==> config.mk <==
export PLATFORM = sky130hd
export DESIGN_NAME = pc_sequencer_flat
export DESIGN_NICKNAME = d
export VERILOG_FILES = /design/src/rtl/cpu_pkg.sv /design/src/rtl/pc_sequencer_if.sv /design/src/rtl/ras_stack.sv /design/src/rtl/pc_sequencer.sv /design/src/flat_wrapper.sv
export SDC_FILE = /design/constraint.sdc
export NUM_CORES = 1
export LEC_CHECK = 0
export CAP_MARGIN = 20
export CORE_ASPECT_RATIO = 0.8
export CORE_MARGIN = 2
export CORE_UTILIZATION = 35
export DETAILED_ROUTE_END_ITERATION = 8
export GPL_TIMING_DRIVEN = 0
export RECOVER_POWER = 100
export SETUP_SLACK_MARGIN = 0.5
export SYNTH_ARGS = -nofsm -noshare
export SYNTH_HDL_FRONTEND = slang
export SYNTH_SLANG_ARGS = --single-unit
==> constraint.sdc <==
create_clock -name clk -period 7.7 [get_ports clk]
set_input_delay 1.155 -clock clk [delete_from_list [all_inputs] [get_ports clk]]
set_output_delay 1.155 -clock clk [all_outputs]
set_load 0.02 [all_outputs]
==> src/rtl/cpu_pkg.sv <==
// Shared definitions for the program-counter sequencer: flag bit positions,
// PC increment, reset PC and the strobe priority order (lowest index wins).
package cpu_pkg;

    localparam int FLAG_Z = 0;
    localparam int FLAG_C = 1;
    localparam int FLAG_S = 2;
    localparam int FLAG_V = 3;

    localparam int PC_INC      = 4;
    localparam int NUM_STROBES = 12;

    localparam logic [31:0] DEFAULT_RESET_PC = 32'h0000_0000;

    // Declaration order is the arbitration order: S_RET beats everything.
    typedef enum logic [3:0] {
        S_RET, S_CALL, S_BR, S_B,
        S_BZ, S_BNZ, S_BCY, S_BNCY,
        S_BS, S_BNS, S_BV, S_BNV
    } strobe_e;

endpackage

==> src/rtl/pc_sequencer_if.sv <==
// Decoder/ALU-to-sequencer bundle. master = decode/execute side, slave = sequencer.
interface pc_sequencer_if #(
    parameter int PC_W  = 32,
    parameter int OFF_W = 22
);
    logic             stall;
    logic             b, br, bz, bnz, bcy, bncy, bs, bns, bv, bnv, call, ret;
    logic [OFF_W-1:0] offset;
    logic [PC_W-1:0]  reg_target;
    logic             flag_we;
    logic             alu_z, alu_c, alu_s, alu_v;
    logic [PC_W-1:0]  pc;
    logic [3:0]       flags;
    logic             taken;
    logic             flush;
    logic             ras_ovf;
    logic             ras_unf;
    logic             multi_err;

    modport master (
        output stall, b, br, bz, bnz, bcy, bncy, bs, bns, bv, bnv, call, ret,
        output offset, reg_target, flag_we, alu_z, alu_c, alu_s, alu_v,
        input  pc, flags, taken, flush, ras_ovf, ras_unf, multi_err
    );

    modport slave (
        input  stall, b, br, bz, bnz, bcy, bncy, bs, bns, bv, bnv, call, ret,
        input  offset, reg_target, flag_we, alu_z, alu_c, alu_s, alu_v,
        output pc, flags, taken, flush, ras_ovf, ras_unf, multi_err
    );
endinterface

==> src/rtl/ras_stack.sv <==
// Circular return-address stack: a push while full overwrites the oldest entry.
module ras_stack #(
    parameter int DEPTH = 8,
    parameter int W     = 32
) (
    input  logic         clk,
    input  logic         rst_n,
    input  logic         push,
    input  logic         pop,
    input  logic [W-1:0] push_data,
    output logic [W-1:0] top,
    output logic         empty,
    output logic         full
);
    localparam int AW = $clog2(DEPTH);
    localparam logic [AW:0] CNT_FULL = (AW+1)'(DEPTH);

    logic [W-1:0]  mem_q [DEPTH];
    logic [W-1:0]  mem_d [DEPTH];
    logic [AW-1:0] ptr_q, ptr_d;
    logic [AW:0]   cnt_q, cnt_d;

    // ptr_q is the next write slot, so the newest entry sits one below it.
    assign top   = mem_q[ptr_q - AW'(1)];
    assign empty = (cnt_q == '0);
    assign full  = (cnt_q == CNT_FULL);

    always_comb begin
        mem_d = mem_q;
        ptr_d = ptr_q;
        cnt_d = cnt_q;
        if (push) begin
            mem_d[ptr_q] = push_data;
            ptr_d        = ptr_q + AW'(1);
            if (!full) cnt_d = cnt_q + (AW+1)'(1);
        end else if (pop && !empty) begin
            ptr_d = ptr_q - AW'(1);
            cnt_d = cnt_q - (AW+1)'(1);
        end
    end

    always_ff @(posedge clk or negedge rst_n) begin
        if (!rst_n) begin
            for (int i = 0; i < DEPTH; i++) mem_q[i] <= '0;
            ptr_q <= '0;
            cnt_q <= '0;
        end else begin
            mem_q <= mem_d;
            ptr_q <= ptr_d;
            cnt_q <= cnt_d;
        end
    end

endmodule

==> src/rtl/pc_sequencer.sv <==
// Next-PC sequencer: arbitrates decoder strobes, evaluates branch conditions on
// the registered flags, and keeps the PC, flag register and return-address stack.
module pc_sequencer
    import cpu_pkg::*;
#(
    parameter int              PC_W      = 32,
    parameter int              OFF_W     = 22,
    parameter int              RAS_DEPTH = 8,
    parameter logic [PC_W-1:0] RESET_PC  = PC_W'(DEFAULT_RESET_PC)
) (
    input  logic            clk,
    input  logic            rst_n,
    pc_sequencer_if.slave   bus
);
    logic [NUM_STROBES-1:0] stb;
    strobe_e                win;
    logic                   any, multi, cond, taken;
    logic [PC_W-1:0]        seq_pc, rel_target, target;
    logic                   ras_push, ras_pop, ras_empty, ras_full;
    logic [PC_W-1:0]        ras_top;

    logic [PC_W-1:0] pc_q, pc_d;
    logic [3:0]      flags_q, flags_d;
    logic            flush_q, flush_d;
    logic            ras_ovf_q, ras_ovf_d;
    logic            ras_unf_q, ras_unf_d;
    logic            multi_err_q, multi_err_d;

    assign stb = {bus.bnv, bus.bv, bus.bns, bus.bs, bus.bncy, bus.bcy,
                  bus.bnz, bus.bz, bus.b, bus.br, bus.call, bus.ret};

    assign seq_pc     = pc_q + PC_W'(PC_INC);
    assign rel_target = pc_q + {{(PC_W-OFF_W){bus.offset[OFF_W-1]}}, bus.offset};

    always_comb begin
        win = S_BNV;
        any = 1'b0;
        // Scan from lowest priority upward so the highest-priority strobe is left in win.
        for (int i = NUM_STROBES - 1; i >= 0; i--) begin
            if (stb[i]) begin
                win = strobe_e'(4'(i));
                any = 1'b1;
            end
        end
        multi = ($countones(stb) > 1);

        case (win)
            S_RET:   cond = !ras_empty;
            S_BZ:    cond =  flags_q[FLAG_Z];
            S_BNZ:   cond = !flags_q[FLAG_Z];
            S_BCY:   cond =  flags_q[FLAG_C];
            S_BNCY:  cond = !flags_q[FLAG_C];
            S_BS:    cond =  flags_q[FLAG_S];
            S_BNS:   cond = !flags_q[FLAG_S];
            S_BV:    cond =  flags_q[FLAG_V];
            S_BNV:   cond = !flags_q[FLAG_V];
            default: cond = 1'b1;
        endcase
        taken = any && cond && !bus.stall;

        case (win)
            S_RET:   target = ras_top;
            S_BR:    target = bus.reg_target;
            default: target = rel_target;
        endcase

        ras_push = any && !bus.stall && (win == S_CALL);
        ras_pop  = taken && (win == S_RET);

        pc_d        = pc_q;
        flags_d     = flags_q;
        flush_d     = flush_q;
        ras_ovf_d   = ras_ovf_q;
        ras_unf_d   = ras_unf_q;
        multi_err_d = multi_err_q;
        if (!bus.stall) begin
            pc_d    = taken ? target : seq_pc;
            flush_d = taken;
            if (bus.flag_we) flags_d = {bus.alu_v, bus.alu_s, bus.alu_c, bus.alu_z};
            if (ras_push && ras_full) ras_ovf_d = 1'b1;
            if (any && win == S_RET && ras_empty) ras_unf_d = 1'b1;
            if (multi) multi_err_d = 1'b1;
        end
    end

    always_ff @(posedge clk or negedge rst_n) begin
        if (!rst_n) begin
            pc_q        <= RESET_PC;
            flags_q     <= '0;
            flush_q     <= 1'b0;
            ras_ovf_q   <= 1'b0;
            ras_unf_q   <= 1'b0;
            multi_err_q <= 1'b0;
        end else begin
            pc_q        <= pc_d;
            flags_q     <= flags_d;
            flush_q     <= flush_d;
            ras_ovf_q   <= ras_ovf_d;
            ras_unf_q   <= ras_unf_d;
            multi_err_q <= multi_err_d;
        end
    end

    ras_stack #(.DEPTH(RAS_DEPTH), .W(PC_W)) u_ras (
        .clk       (clk),
        .rst_n     (rst_n),
        .push      (ras_push),
        .pop       (ras_pop),
        .push_data (seq_pc),
        .top       (ras_top),
        .empty     (ras_empty),
        .full      (ras_full)
    );

    assign bus.pc        = pc_q;
    assign bus.flags     = flags_q;
    assign bus.taken     = taken;
    assign bus.flush     = flush_q;
    assign bus.ras_ovf   = ras_ovf_q;
    assign bus.ras_unf   = ras_unf_q;
    assign bus.multi_err = multi_err_q;

endmodule

==> src/flat_wrapper.sv <==
// flat-port wrapper written by rule: the top's interface ports become plain ports
module pc_sequencer_flat import cpu_pkg::*;
#(
    parameter int              PC_W      = 32,
    parameter int              OFF_W     = 22,
    parameter int              RAS_DEPTH = 8,
    parameter logic [PC_W-1:0] RESET_PC  = PC_W'(DEFAULT_RESET_PC)
)
  (clk, rst_n, bus_stall, bus_b, bus_br, bus_bz, bus_bnz, bus_bcy, bus_bncy, bus_bs, bus_bns, bus_bv, bus_bnv, bus_call, bus_ret, bus_offset, bus_reg_target, bus_flag_we, bus_alu_z, bus_alu_c, bus_alu_s, bus_alu_v, bus_pc, bus_flags, bus_taken, bus_flush, bus_ras_ovf, bus_ras_unf, bus_multi_err);
  pc_sequencer_if #(.PC_W(PC_W), .OFF_W(OFF_W)) bus_i ();
  input  logic clk;
  input  logic rst_n;
  input wire logic [$bits(bus_i.stall)-1:0] bus_stall;
  input wire logic [$bits(bus_i.b)-1:0] bus_b;
  input wire logic [$bits(bus_i.br)-1:0] bus_br;
  input wire logic [$bits(bus_i.bz)-1:0] bus_bz;
  input wire logic [$bits(bus_i.bnz)-1:0] bus_bnz;
  input wire logic [$bits(bus_i.bcy)-1:0] bus_bcy;
  input wire logic [$bits(bus_i.bncy)-1:0] bus_bncy;
  input wire logic [$bits(bus_i.bs)-1:0] bus_bs;
  input wire logic [$bits(bus_i.bns)-1:0] bus_bns;
  input wire logic [$bits(bus_i.bv)-1:0] bus_bv;
  input wire logic [$bits(bus_i.bnv)-1:0] bus_bnv;
  input wire logic [$bits(bus_i.call)-1:0] bus_call;
  input wire logic [$bits(bus_i.ret)-1:0] bus_ret;
  input wire logic [$bits(bus_i.offset)-1:0] bus_offset;
  input wire logic [$bits(bus_i.reg_target)-1:0] bus_reg_target;
  input wire logic [$bits(bus_i.flag_we)-1:0] bus_flag_we;
  input wire logic [$bits(bus_i.alu_z)-1:0] bus_alu_z;
  input wire logic [$bits(bus_i.alu_c)-1:0] bus_alu_c;
  input wire logic [$bits(bus_i.alu_s)-1:0] bus_alu_s;
  input wire logic [$bits(bus_i.alu_v)-1:0] bus_alu_v;
  output wire logic [$bits(bus_i.pc)-1:0] bus_pc;
  output wire logic [$bits(bus_i.flags)-1:0] bus_flags;
  output wire logic [$bits(bus_i.taken)-1:0] bus_taken;
  output wire logic [$bits(bus_i.flush)-1:0] bus_flush;
  output wire logic [$bits(bus_i.ras_ovf)-1:0] bus_ras_ovf;
  output wire logic [$bits(bus_i.ras_unf)-1:0] bus_ras_unf;
  output wire logic [$bits(bus_i.multi_err)-1:0] bus_multi_err;
  assign bus_i.stall = bus_stall;
  assign bus_i.b = bus_b;
  assign bus_i.br = bus_br;
  assign bus_i.bz = bus_bz;
  assign bus_i.bnz = bus_bnz;
  assign bus_i.bcy = bus_bcy;
  assign bus_i.bncy = bus_bncy;
  assign bus_i.bs = bus_bs;
  assign bus_i.bns = bus_bns;
  assign bus_i.bv = bus_bv;
  assign bus_i.bnv = bus_bnv;
  assign bus_i.call = bus_call;
  assign bus_i.ret = bus_ret;
  assign bus_i.offset = bus_offset;
  assign bus_i.reg_target = bus_reg_target;
  assign bus_i.flag_we = bus_flag_we;
  assign bus_i.alu_z = bus_alu_z;
  assign bus_i.alu_c = bus_alu_c;
  assign bus_i.alu_s = bus_alu_s;
  assign bus_i.alu_v = bus_alu_v;
  assign bus_pc = bus_i.pc;
  assign bus_flags = bus_i.flags;
  assign bus_taken = bus_i.taken;
  assign bus_flush = bus_i.flush;
  assign bus_ras_ovf = bus_i.ras_ovf;
  assign bus_ras_unf = bus_i.ras_unf;
  assign bus_multi_err = bus_i.multi_err;
  pc_sequencer #(.PC_W(PC_W), .OFF_W(OFF_W), .RAS_DEPTH(RAS_DEPTH), .RESET_PC(RESET_PC)) u_core (.clk(clk), .rst_n(rst_n), .bus(bus_i));
endmodule
Yosys cells after proc, flatten, opt, wreduce, memory -nomap -nowiden:

Index checks and enable logic that the tools add are counted.

* flip-flop bits (word level): 303
* input bits: 74
* output and inout bits: 41
* logic and storage cells: 113

* add/subtract/negate cells: 17
* order comparisons: 4
* eq/ne operators: 12
* mux-type cells: 37
* bitwise gates (word level): 3
* reductions and logical operators: 24

Operators by type and width (number)
* bitwise mux 256 bit: 1
* adder 32 bit: 6
* 2-to-1 mux 32 bit: 4
* binary-select mux 32 bit (select 3 bit): 1
* demux 32 bit (select 3 bit): 1
* case mux 32 bit (2 select lines): 1
* 2-to-1 mux 4 bit: 11
* adder 32 x 3 -> 32 bit (second input constant): 1
* greater-than comparator 32 x 2 -> 1 bit (second input constant): 1
* equality test 4 bit (second input constant): 5
* equality test 4 x 3 -> 1 bit (second input constant): 4
* 2-to-1 mux 1 bit: 13
* adder 1 x 1 -> 2 bit: 6
* logical AND 1 bit: 10
* AND reduction 2 bit: 5
* case mux 1 bit (9 select lines): 1
* >= comparator 4 bit (second input constant): 2
* zero test 4 bit: 2
* inverter 3 -> 4 bit: 2
* zero test 1 bit: 6
* 2-to-1 mux 3 bit: 2
* adder 4 x 1 -> 4 bit (second input constant): 1
* equality test 4 x 1 -> 1 bit (second input constant): 1
* equality test 4 x 2 -> 1 bit (second input constant): 1
* 8 further kinds: 9

Depth between registers and ports, before layout:

* depth after elaboration: 19
* depth in mapped cells: 13
* depth with buffers taken out: 13

Modules after synthesis:

Synthesis repeated with hierarchy kept, for this count alone.

* cells, all modules: 1345
* area, all modules: 16926.2 µm²

By module, submodules not included
* ras_stack: instances 1, cells each 712, area each 12002.8 µm², seq. area each 6581.3 µm²
* pc_sequencer: instances 1, cells each 633, area each 4923.5 µm², seq. area each 1001.0 µm²

Worst setup path after synthesis:

OpenSTA, ideal clock, no wires.

* path kind: input port to output port
* start: input port bus_bns
* end: output port bus_taken
* arrival time: 3107 ps
* required time: 6545 ps
* slack: 3438 ps
* cell stages on the path: 11
* path buffers: 2
* path through: inv_1 > ha_1 > nor3_4 > mux2_2 > o31ai_2 > a22oi_2 > a31oi_4 > nor2_4 > inv_2 > buf_4 > buf_4

* longest elaborated chain between the ends: 14
* elaborated cells between the ends (all ways): 32
* classes of those cells: 8 x eq/ne; 21 x mux; 3 x reduce/logical

RTL lines
* from (decl): line flat_wrapper.sv:21 `input wire logic [$bits(bus_i.bns)-1:0] bus_bns;`
* 2-to-1 mux 2 bit (2 in a row): line pc_sequencer.sv:40 `if (stb[i]) begin`
* 2-to-1 mux 4 bit (8 in a row): line pc_sequencer.sv:40
* equality test 4 bit (tied with other cells): line pc_sequencer.sv:47 `case (win)`
* case mux 1 bit (9 select lines): line pc_sequencer.sv:47
* logical AND 1 bit * (2 in a row): line pc_sequencer.sv:59 `taken = any && cond && !bus.stall;`
* to (decl): line flat_wrapper.sv:35 `output wire logic [$bits(bus_i.taken)-1:0] bus_taken;`

Every way passes the cells marked *; elsewhere a longest branch is shown, timed or not.

Worst setup path in the final report:

Ends and elaborated chain as after synthesis.

==> PnR_summary.wiki <==
{| class="wikitable"
! Metric !! Value
|-
| Site row count || 71
|-
| Count of TritonRoute iterations in the first routing pass || 6
|-
| Post-route ant nets || 0
|-
| Number of remaining DRC errors || 0
|-
| Worst reg2reg path endpoint || u_core.bus.pc[6]$_DFFE_PN0N_
|-
| Setup repair after global routing missed its margin || false
|-
| Final Hold Violating Endpoints || 0
|-
| Type of the tightest min-delay check || reg -> reg
|-
| Initial antenna violation count || 0
|-
| Max-capacitance violation count || 2
|-
| Number of slew-limit violations in the final report || 93
|-
| Total power density per cell area || around 450 nW/µm²
|-
| Arrival time worst endpoint || 5560 ps
|-
| Sequential element share of the synthesized area || 0.459
|-
| Global Route Usage Sum || 0.226
|-
| Fraction of synthesized cell area in xor and xnor cells || 0.0345
|-
| Top cell type's share of synthesized area || 0.459
|-
| Post-synthesis cell type with the largest combined area || sky130_fd_sc_hd__dfrtp_1
|-
| Reg-to-reg setup timing slack || 3620 ps
|-
| Number of gates given a new drive strength after cts || 0
|-
| Clock Sink Count || 303
|-
| P_leak || 0.00838 µW
|-
| Slew of the pin with the lowest slew margin || 4760 ps
|-
| Die footprint || 48900 µm²
|-
| Worst clock skew || 14.5 ps
|-
| IR drop worst, VDD || 171 µV
|-
| Post-CTS setup repair buffer count || 0
|-
| Buffers on Ports || 114
|-
| Chip Height || ~200 µm
|-
| Minimum clock period || about 6700 ps
|-
| Combinational family with the most area after synthesis || compound AO/OA/AOI/OAI gates
|-
| Leftover overflow at the end of global routing || 0
|-
| Final worst path period share || 0.872
|-
| Critical path peak fanout || 10
|-
| Cell total after placement || 2381
|-
| Width of the die || 247 µm
|-
| Post-synthesis cell type count || 78
|-
| Worst hold path depth || 1
|-
| Hold buffer count at cts || 0
|-
| Via count of the routed design || roughly 14000
|-
| #FFs+latches synth || 303
|-
| Ys flop type || sky130_fd_sc_hd__dfrtp_1
|-
| Critical Path Sink Type || output pin
|-
| Sum of negative setup slack || 0 ps
|-
| Hpwl dp || 39400 µm
|-
| Simple-gate share of the synthesized area || 0.132
|-
| # setup viols final || 0
|-
| Mapped Cells || 1643
|-
| Most frequent cell after synthesis || sky130_fd_sc_hd__dfrtp_1
|-
| I/O pin total || 115
|-
| CP Class || in -> out
|-
| Mapped Area || 16500 µm²
|-
| Multiplexer fraction of the synthesized cell area || 0.126
|-
| Most used standard cells in the synthesized netlist || sky130_fd_sc_hd__dfrtp_1, sky130_fd_sc_hd__nand2_1, sky130_fd_sc_hd__o21ai_0
|-
| H-Tree Depth || 2
|-
| EDFF count, synth || 0
|-
| Post-synthesis area per instance || 10.0 µm²
|-
| CTS root buf || sky130_fd_sc_hd__clkbuf_16
|-
| Final #Nets || roughly 1900
|-
| Share of final-layout standard cells stronger than drive strength 1 || 0.0998
|-
| Post-synthesis compound-gate area fraction || 0.163
|-
| Vias in the first global route || 13661
|-
| Place WS || 1840 ps
|-
| FFs w/ async S/R, synth || 1.00
|-
| Required time of the critical path || 6550 ps
|-
| Crit. Startpoint || bus_bns
|-
| Synthesis-to-finish area growth || 18.4%
|-
| CTS tree || yes
|-
| Total area of multi-input combinational cells || 8270 µm²
|-
| Maximum number of pins on one net before global-route repair || around 110
|-
| FF-to-FF Start || u_core.bus.flags[0]$_DFFE_PN0P_
|-
| Insertion delay to the later sink of the worst-skew pair || 520 ps
|-
| Cell types occupying the most area after synthesis || sky130_fd_sc_hd__dfrtp_1, sky130_fd_sc_hd__mux4_2, sky130_fd_sc_hd__o21ai_0
|-
| Depth of the worst register-to-register path || 11
|-
| Endpoint of the most critical setup path || bus_taken
|-
| Yosys warning total || 0
|-
| Number of CTS-inserted buffers || 35
|-
| Wire length of the first global-routing pass || 83900 µm
|-
| Area of all sequential standard cells || roughly 7600 µm²
|-
| Antenna diode count || 0
|-
| Average vias per placed instance || ~5.7
|-
| Maximum clock frequency || 149 MHz
|-
| Initial core utilization || 0.353
|-
| Wirelength, routed || around 55000 µm
|-
| Relative slew slack || -2.17
|-
| Syn Nets || 1775
|-
| Starting DRT DRC Count || 1306
|-
| Worst-case setup margin in the final layout || approximately 980 ps
|-
| Result of the run || complete, but fails checks
|-
| Clk buf depth || 3
|-
| Core outline area || 46800 µm²
|-
| Routed WL per cell || roughly 22 µm
|-
| Clock-pin transition on the worst setup and hold timing paths || roughly 50 ps
|-
| Failing checks || max-capacitance violations, max-slew violations
|-
| Filler Cells Inserted || 4450
|-
| Routability congestion estimate || 0.920
|-
| Synthesized-area fraction occupied by adder cells || 0.0481
|-
| Final instance count without filler cells || approximately 2400
|-
| Startpoint types || input pin
|}
metrics by stage:
step	power [µW]	instance area, µm²	hold slack [ps]	utilization
2_1_floorplan	5500	16500	441	-
4_1_cts	8740	19600	477	0.419
5_1_grt	9300	19500	493	0.417
6_report	8770	19500	468	0.417
3_5_place_dp	7080	18500	463	0.395
3_3_place_gp	6970	18400	457	0.393
registers in the layout (all words and copies together), names as in the netlist:
name and flops:
u_core.bus.ras_ovf 1, u_core.bus.ras_unf 1, u_core.u_ras.ptr_q 3, u_core.bus.pc 32
u_core.u_ras.mem_q 256, u_core.bus.multi_err 1, u_core.bus.flush 1, u_core.u_ras.cnt_q 4
u_core.bus.flags 4
layer usage:
layer  part of all wire  up-vias  track usage  routed length (µm)
met5                  0        -            0                   0
met1               0.45     6973        0.331               24500
met3              0.091       70       0.0424                4980
li1                   -     6204            -                   -
met4              0.019        0       0.0484                1030
met2               0.44      630        0.347               24000
logic make-up (layout without fill, tap and decap cells):
kind of cell,count (synthesis),after routing
multiplexers,124,124
AO/OA/AOI/OAI,450,450
buffers and inverters,146,326
adder cells (fa/ha/maj),58,58
flip-flops,303,303
XOR/XNOR,65,65
AND/OR/NAND/NOR,497,497
how the worst min path moves through the flow:
| stage | startpoint | end | slack [ps] |
|---|---|---|---|
| final | u_core.bus.ras_ovf$_DFFE_PN0P_ | u_core.bus.ras_ovf$_DFFE_PN0P_ | 470 |
| after global routing | u_core.u_ras.mem_q[240]$_DFFE_PN0P_ | u_core.u_ras.mem_q[240]$_DFFE_PN0P_ | 490 |
| after global placement | u_core.u_ras.mem_q[187]$_DFFE_PN0P_ | u_core.u_ras.mem_q[187]$_DFFE_PN0P_ | 460 |
| after CTS | u_core.bus.ras_ovf$_DFFE_PN0P_ | u_core.bus.ras_ovf$_DFFE_PN0P_ | 480 |
| after detailed placement | u_core.bus.ras_ovf$_DFFE_PN0P_ | u_core.bus.ras_ovf$_DFFE_PN0P_ | 460 |
| after floorplan | u_core.u_ras.mem_q[64]$_DFFE_PN0P_ | u_core.u_ras.mem_q[64]$_DFFE_PN0P_ | 440 |
layout make-up:
cell class,count,area share
plain buffers,106,0.0223
clock buffers,51,0.0526
clock inverters,9,0.00467
inverters,40,0.00768
multi-input cells,1194,0.423
flip-flops and latches,303,0.388
well taps,620,0.0397
repair buffers,120,0.0620
layout by cell type, fill, tap and decap left out, drive strengths merged, types with 9 or more instances in the layout:
| cell | count |
|---|---|
| ha | 49 |
| a21oi | 77 |
| dlygate4sd3 | 44 |
| or3 | 12 |
| clkbuf | 141 |
| mux2 | 28 |
| xor2 | 39 |
| o21ai | 258 |
| inv | 41 |
| xnor2 | 26 |
| nand4 | 15 |
| nand3 | 25 |
| fa | 9 |
| nand2 | 296 |
| clkdlybuf4s50 | 69 |
| mux4 | 64 |
| nor3 | 23 |
| a21o | 16 |
| and3 | 11 |
| a22oi | 10 |
| o211ai | 14 |
| buf | 23 |
| dfrtp | 303 |
| nor2 | 76 |
| mux2i | 32 |
| nor2b | 9 |
power by group:
group          internal, µW  switching, µW
Clock                   962            680
Combinational          1760           2550
Sequential             2290            524
worst max-delay path, stage by stage:
cell and delay (ps):
sky130_fd_sc_hd__dlygate4sd3_1 580, sky130_fd_sc_hd__inv_1 70, sky130_fd_sc_hd__ha_1 230, sky130_fd_sc_hd__nor3_4 220, sky130_fd_sc_hd__mux2_2 380, sky130_fd_sc_hd__o31ai_1 300, sky130_fd_sc_hd__a22oi_2 120, sky130_fd_sc_hd__a31oi_1 740
sky130_fd_sc_hd__nor2_1 290, sky130_fd_sc_hd__inv_1 310, sky130_fd_sc_hd__buf_4 260, sky130_fd_sc_hd__buf_4 260, sky130_fd_sc_hd__clkdlybuf4s50_1 640
(Power assumes the default switching activity.)
